[src/rtl/maxpool_stream_if.sv]
// Streaming handshake bundle for maxpool_stream: sample input channel and
// pooled output channel, each a valid/ready pair.
`ifndef INTERNAL_BITS
`define INTERNAL_BITS 32
`endif

interface maxpool_stream_if #(
  parameter int DATA_W = `INTERNAL_BITS
);
  logic              in_valid;
  logic              in_ready;
  logic [DATA_W-1:0] in_data;
  logic              out_valid;
  logic              out_ready;
  logic [DATA_W-1:0] out_data;

  // Producer/consumer side (drives samples, accepts pooled results)
  modport master (
    output in_valid, in_data, out_ready,
    input  in_ready, out_valid, out_data
  );

  // Pooling block side
  modport slave (
    input  in_valid, in_data, out_ready,
    output in_ready, out_valid, out_data
  );
endinterface

[src/rtl/maxpool_stream.sv]
// maxpool_stream: streaming 2x2 / stride-2 signed max pooling over a raster
// frame of up to MAX_DIM x MAX_DIM samples. Even rows fold column pairs into
// a half-width line buffer; odd rows combine with it to emit one result.
// Optional feature macro: MAXPOOL_RELU_EN (fused ReLU on accepted samples).
`ifndef INTERNAL_BITS
`define INTERNAL_BITS 32
`endif

module maxpool_stream #(
  parameter int DATA_W  = `INTERNAL_BITS,
  parameter int MAX_DIM = 64
) (
  input  logic       clk,
  input  logic       rst_n,
  input  logic       start,
  input  logic [6:0] cfg_rows,
  input  logic [6:0] cfg_cols,
  maxpool_stream_if.slave bus,
  output logic       busy,
  output logic       done,
  output logic       cfg_err
);

  localparam int         LB_DEPTH  = MAX_DIM / 2;
  localparam int         LB_AW     = (LB_DEPTH > 1) ? $clog2(LB_DEPTH) : 1;
  localparam logic [6:0] MAX_DIM_V = 7'(MAX_DIM);

  typedef enum logic [1:0] {IDLE, RUN, FLUSH} state_t;

  state_t state_q, state_d;

  logic [6:0]               rows_q, cols_q;
  logic [6:0]               row_q, col_q;
  logic signed [DATA_W-1:0] pair_q;
  logic signed [DATA_W-1:0] out_q;
  logic                     ov_q;
  logic                     cfg_err_q;
  logic signed [DATA_W-1:0] linebuf [LB_DEPTH];

  logic                     cfg_ok;
  logic                     start_ok;
  logic                     in_ready_w;
  logic                     acc;
  logic                     xfer;
  logic                     last_col;
  logic                     last_in;
  logic [LB_AW-1:0]         lb_idx;
  logic signed [DATA_W-1:0] samp;
  logic signed [DATA_W-1:0] pair_max;
  logic signed [DATA_W-1:0] lb_rd;
  logic signed [DATA_W-1:0] quad_max;

  // Configuration legality: even, nonzero, within MAX_DIM.
  always_comb begin
    cfg_ok   = (cfg_rows != '0) && !cfg_rows[0] && (cfg_rows <= MAX_DIM_V) &&
               (cfg_cols != '0) && !cfg_cols[0] && (cfg_cols <= MAX_DIM_V);
    start_ok = (state_q == IDLE) && start && cfg_ok;
  end

  // Handshake qualifiers and raster-position decode.
  always_comb begin
    acc      = bus.in_valid && in_ready_w;
    xfer     = ov_q && bus.out_ready;
    last_col = (col_q == cols_q - 7'd1);
    last_in  = last_col && (row_q == rows_q - 7'd1);
    lb_idx   = col_q[LB_AW:1];
  end

  // Sample conditioning and the pairwise / quad max datapath.
  always_comb begin
`ifdef MAXPOOL_RELU_EN
    samp = bus.in_data[DATA_W-1] ? '0 : $signed(bus.in_data);
`else
    samp = $signed(bus.in_data);
`endif
    pair_max = (pair_q > samp) ? pair_q : samp;
    lb_rd    = linebuf[lb_idx];
    quad_max = (lb_rd > pair_max) ? lb_rd : pair_max;
  end

  // FSM state register.
  always_ff @(posedge clk or negedge rst_n) begin
    if (!rst_n) state_q <= IDLE;
    else        state_q <= state_d;
  end

  // FSM next-state logic.
  always_comb begin
    state_d = state_q;
    unique case (state_q)
      IDLE:    if (start_ok) state_d = RUN;
      RUN:     if (acc && last_in) state_d = FLUSH;
      FLUSH:   if (xfer) state_d = IDLE;
      default: state_d = IDLE;
    endcase
  end

  // FSM outputs: input stalls only while a result is pending and blocked.
  always_comb begin
    busy       = (state_q == RUN);
    in_ready_w = (state_q == RUN) && !(ov_q && !bus.out_ready);
    done       = (state_q == FLUSH) && xfer;
  end

  assign bus.in_ready  = in_ready_w;
  assign bus.out_valid = ov_q;
  assign bus.out_data  = out_q;
  assign cfg_err       = cfg_err_q;

  // Frame counters, pair register and output register.
  always_ff @(posedge clk or negedge rst_n) begin
    if (!rst_n) begin
      rows_q    <= '0;
      cols_q    <= '0;
      row_q     <= '0;
      col_q     <= '0;
      pair_q    <= '0;
      out_q     <= '0;
      ov_q      <= 1'b0;
      cfg_err_q <= 1'b0;
    end else begin
      cfg_err_q <= (state_q == IDLE) && start && !cfg_ok;
      if (start_ok) begin
        rows_q <= cfg_rows;
        cols_q <= cfg_cols;
        row_q  <= '0;
        col_q  <= '0;
      end
      if (acc) begin
        if (last_col) begin
          col_q <= '0;
          row_q <= row_q + 7'd1;
        end else begin
          col_q <= col_q + 7'd1;
        end
        if (!col_q[0]) pair_q <= samp;
      end
      // A new result overrides the clear of one being accepted on the same edge.
      if (acc && row_q[0] && col_q[0]) begin
        out_q <= quad_max;
        ov_q  <= 1'b1;
      end else if (xfer) begin
        ov_q  <= 1'b0;
      end
    end
  end

  // Even-row column-pair maxima, consumed by the following odd row.
  always_ff @(posedge clk) begin
    if (acc && !row_q[0] && col_q[0]) linebuf[lb_idx] <= pair_max;
  end

endmodule

[src/flat_wrapper.sv]
// flat-port wrapper written by rule: the top's interface ports become plain ports
module maxpool_stream_flat 
#(
  parameter int DATA_W  = `INTERNAL_BITS,
  parameter int MAX_DIM = 64
)
  (clk, rst_n, start, cfg_rows, cfg_cols, busy, done, cfg_err, bus_in_valid, bus_in_data, bus_out_ready, bus_in_ready, bus_out_valid, bus_out_data);
  maxpool_stream_if #(.DATA_W(DATA_W)) bus_i ();
  input  logic clk;
  input  logic rst_n;
  input  logic start;
  input  logic [6:0] cfg_rows;
  input  logic [6:0] cfg_cols;
  output logic busy;
  output logic done;
  output logic cfg_err;
  input wire logic [$bits(bus_i.in_valid)-1:0] bus_in_valid;
  input wire logic [$bits(bus_i.in_data)-1:0] bus_in_data;
  input wire logic [$bits(bus_i.out_ready)-1:0] bus_out_ready;
  output wire logic [$bits(bus_i.in_ready)-1:0] bus_in_ready;
  output wire logic [$bits(bus_i.out_valid)-1:0] bus_out_valid;
  output wire logic [$bits(bus_i.out_data)-1:0] bus_out_data;
  assign bus_i.in_valid = bus_in_valid;
  assign bus_i.in_data = bus_in_data;
  assign bus_i.out_ready = bus_out_ready;
  assign bus_in_ready = bus_i.in_ready;
  assign bus_out_valid = bus_i.out_valid;
  assign bus_out_data = bus_i.out_data;
  maxpool_stream #(.DATA_W(DATA_W), .MAX_DIM(MAX_DIM)) u_core (.clk(clk), .rst_n(rst_n), .start(start), .cfg_rows(cfg_rows), .cfg_cols(cfg_cols), .bus(bus_i), .busy(busy), .done(done), .cfg_err(cfg_err));
endmodule
[config.mk]
export PLATFORM = sky130hd
export DESIGN_NAME = maxpool_stream_flat
export DESIGN_NICKNAME = d
export VERILOG_FILES = /design/src/rtl/maxpool_stream_if.sv /design/src/rtl/maxpool_stream.sv /design/src/flat_wrapper.sv
export SDC_FILE = /design/constraint.sdc
export NUM_CORES = 1
export LEC_CHECK = 0
export BUFFER_PORTS_ARGS = -buffer_cell sky130_fd_sc_hd__buf_4
export CORE_ASPECT_RATIO = 0.9
export CORE_MARGIN = 4
export CORE_UTILIZATION = 25
export CTS_BUF_LIST = sky130_fd_sc_hd__clkbuf_16
export CTS_CLUSTER_SIZE = 12
export DETAILED_ROUTE_END_ITERATION = 8
export RECOVER_POWER = 50
export SYNTH_ARGS = -nofsm -noshare
export SYNTH_HDL_FRONTEND = slang
export SYNTH_SLANG_ARGS = --single-unit
[constraint.sdc]
create_clock -name clk -period 11.15 [get_ports clk]
set_clock_uncertainty 0.15 [all_clocks]
set_input_delay 1.6725 -clock clk [delete_from_list [all_inputs] [get_ports clk]]
set_output_delay 1.6725 -clock clk [all_outputs]
set_load 0.01 [all_outputs]
==> metrics.txt <==
status complete, but fails checks; failing checks capacitance limit, slew limit; reg2reg end u_core.bus.out_data[31]; Sink Count roughly 1.1k; R2R depth 13; Post-DP HPWL between 70000 and 80000 µm; Reg area approximately 0.033 mm²; cts hold-fix bufs 0; Clk pin slew, worst setup/hold paths 0.06 ns; Mean Syn Cell Area between 15 and 20 µm²; nets around 2.7k; final hold viol count 0; top-count cell post-synth edfxtp_1; final setup fails 0; vias per cell 4.95; Yosys top cell area share 0.674; GRT Residual Overflow 0; FFs w/ async S/R, synth 0.0857; Critical Path Start Type register; fraction of layout cells with a size suffix above 1 0.195; 1st-pass router iterations 6; Die Wd 458 µm; biggest area consumer among synthesized cells edfxtp_1; cell total after placement just under 5k; Synth Warn # 0; CP Buf/Inv Count 2; Tot GR Track Use 0.138; Post-Route Setup TNS 0 ns; Rows 148; Final Cycle Share 0.812; placer's final routability congestion estimate 0.808; flops & latches, synth 1120; worst-skew pair later-pin latency roughly 0.73 ns; CTS resizes 0; routed via count 24.9k; min-delay src u_core.col_q[6]; CP max stage delay around 2.7 ns; synthesized instance count about 2.5k; maximum clock frequency roughly 0.11 GHz; synthesized cell area roughly 0.046 mm²; Post-synth EDFFs approximately 1k; worst-path maximum fanout 55; P_leak 0.0165 µW; Buffers on Ports 87; Slew @ Worst Pin approximately 4.2 ns; non-filler instance count after layout 5040; vias in the first global route 24.4k; global-route wire length before repair between 150000 and 200000 µm; class of the worst hold path reg2reg; Tot Pwr roughly 14000 µW; worst path cell trace clkbuf_1 > mux4_2 > a22oi_1 > nand4_1 > ha_1 > a21oi_1 > a2111oi_0 > o31ai_1 > o2111ai_1 > mux2i_4 > buf_4 > mux2i_1 > a21oi_1; WHS Path Cells 1; minimum clock period about 9 ns; RSZ-0062 raised after global routing no; die area 0.189 mm²; R2R Setup Slk ~2.1 ns; final WL roughly 130000 µm; synth unique cells 62; largest cells by area after synthesis edfxtp_1, mux4_2, dfrtp_1; CP top delay family buffers and inverters; most frequent cells after synthesis edfxtp_1, mux4_2, a22oi_1; CTS Buffer Depth 3; Core Footprint roughly 0.18 mm²; reg2reg start u_core.col_q[2]; Slew headroom -1.83; Routed Antenna Nets 0; critical path arrival 9.43 ns; largest net degree at the start of global routing 71; Final Max Tran Viols 1172; worst path required time roughly 12 ns; TritonCTS clock tree yes; pwr/cell area about 270 mW/mm²; drt drc 0; Inserted Clock Buffers around 110; Initial DRC Count 3551; Worst path most repeated cell a21oi_1; # IOs 88; Post-Syn Nets ~2.6k; CP Capture Type register; Initial Util 0.252; Layout fillers ~18k; Area Overhead vs Synth 14.6%; VDD IR max around 0.00017 V; htree depth 3; critical path's slowest cell clkbuf_1; Setup Fix Bufs, Post-CTS 0; antenna violations before repair 8; Post-synth top flop edfxtp_1; Placed Instance Area 0.0495 mm²; Seq/Total Area, Yosys 0.726; Wirelength per Cell 26.6 µm; post-route cell area ~0.052 mm²; WP depth 13; area of the multi-input gates roughly 0.012 mm²; Crit Path Class reg2reg; Die Y a little over 400 µm; root buf cell clkbuf_16; Max Cap Viol 41; Hold EP u_core.col_q[6]
through the flow:
step                 util  hold slack, ns  setup WS [ns]
floorplan               -           0.315           4.83
global placement    0.273           0.338           2.55
detailed placement  0.273           0.344           2.45
CTS                 0.291           0.357           3.15
global route        0.289           0.389           1.76
finish              0.289           0.358           2.10
power by group:
group          internal [µW]  switching, µW
sequential              5950            317
clock                   1860           1580
combinational           1410           2840
state kept, by name (all words and copies together) (netlist names):
| register | cells |
|---|---|
| u_core.pair_q | 32 |
| u_core.row_q | 7 |
| u_core.cfg_err | 1 |
| u_core.col_q | 7 |
| u_core.bus.out_data | 32 |
| u_core.state_q | 2 |
| u_core.rows_q | 7 |
| u_core.linebuf | 1024 |
| u_core.bus.out_valid | 1 |
| u_core.cols_q | 7 |
area by class of cell:
cell class	instances	share of cell area
inverters	76	0.00545
diodes	11	0.000526
multi-input cells	1108	0.224
well taps	2400	0.0574
repair buffers	144	0.0161
clock buffers	111	0.0531
clock inverters	70	0.00940
flip-flops and latches	1120	0.634
worst max-delay path by stage:
stage,slack [ns],end,start
final,2.10,u_core.bus.out_data[31],u_core.col_q[2]
after CTS,3.15,u_core.bus.out_data[31],bus_in_data[31]
after detailed placement,2.45,u_core.bus.out_data[31],bus_in_data[31]
after global placement,2.55,u_core.bus.out_data[31],bus_in_data[31]
after global routing,1.76,u_core.bus.out_data[31],u_core.col_q[2]
after floorplan,4.83,u_core.bus.out_data[3],bus_in_data[31]
per-layer routing:
metal	up-vias	global-route usage	routed length (µm)
met5	-	0	0
met4	0	0.0402	4180
met3	173	0.0323	12100
met2	1136	0.216	61900
met1	13343	0.193	56000
li1	10296	-	-
cells in the final DEF (no fill, tap or decap), types with 5 or more instances in the layout:
master,synthesis,routed
edfxtp_1,1024,1024
mux4_2,256,256
a22oi_1,129,128
inv_1,76,116
clkbuf_16,0,111
dfrtp_1,96,95
nand2_1,94,94
o21ai_0,82,82
buf_4,0,71
clkbuf_1,107,70
ha_1,68,68
a21oi_1,58,57
nor2_1,56,49
nand4_1,48,48
a2111oi_0,31,31
and2_1,35,30
o21bai_1,30,30
o21ai_1,29,29
nand3_1,20,19
o221ai_1,19,19
xor2_1,14,14
mux2_2,13,13
clkinv_1,0,12
diode_2,0,11
nor3_1,11,10
o221ai_2,10,10
xnor2_1,10,10
a21o_1,8,8
nor2_4,0,7
o31ai_1,6,6
nor2b_1,5,5
a31oi_1,6,5
cell families (layout without fill, tap and decap cells):
kind of cell | Yosys count | in the layout | synth area share
mux | 274 | 274 | 0.131
buf+inv | 225 | 401 | 0.0197
other cells | 0 | 11 | 0
fa+ha+maj | 68 | 68 | 0.0186
compound gates | 437 | 437 | 0.0662
xor+xnor | 24 | 24 | 0.00461
flops | 1120 | 1120 | 0.726
simple gates | 305 | 305 | 0.0339
No activity file was read; power rests on OpenSTA's default activity.
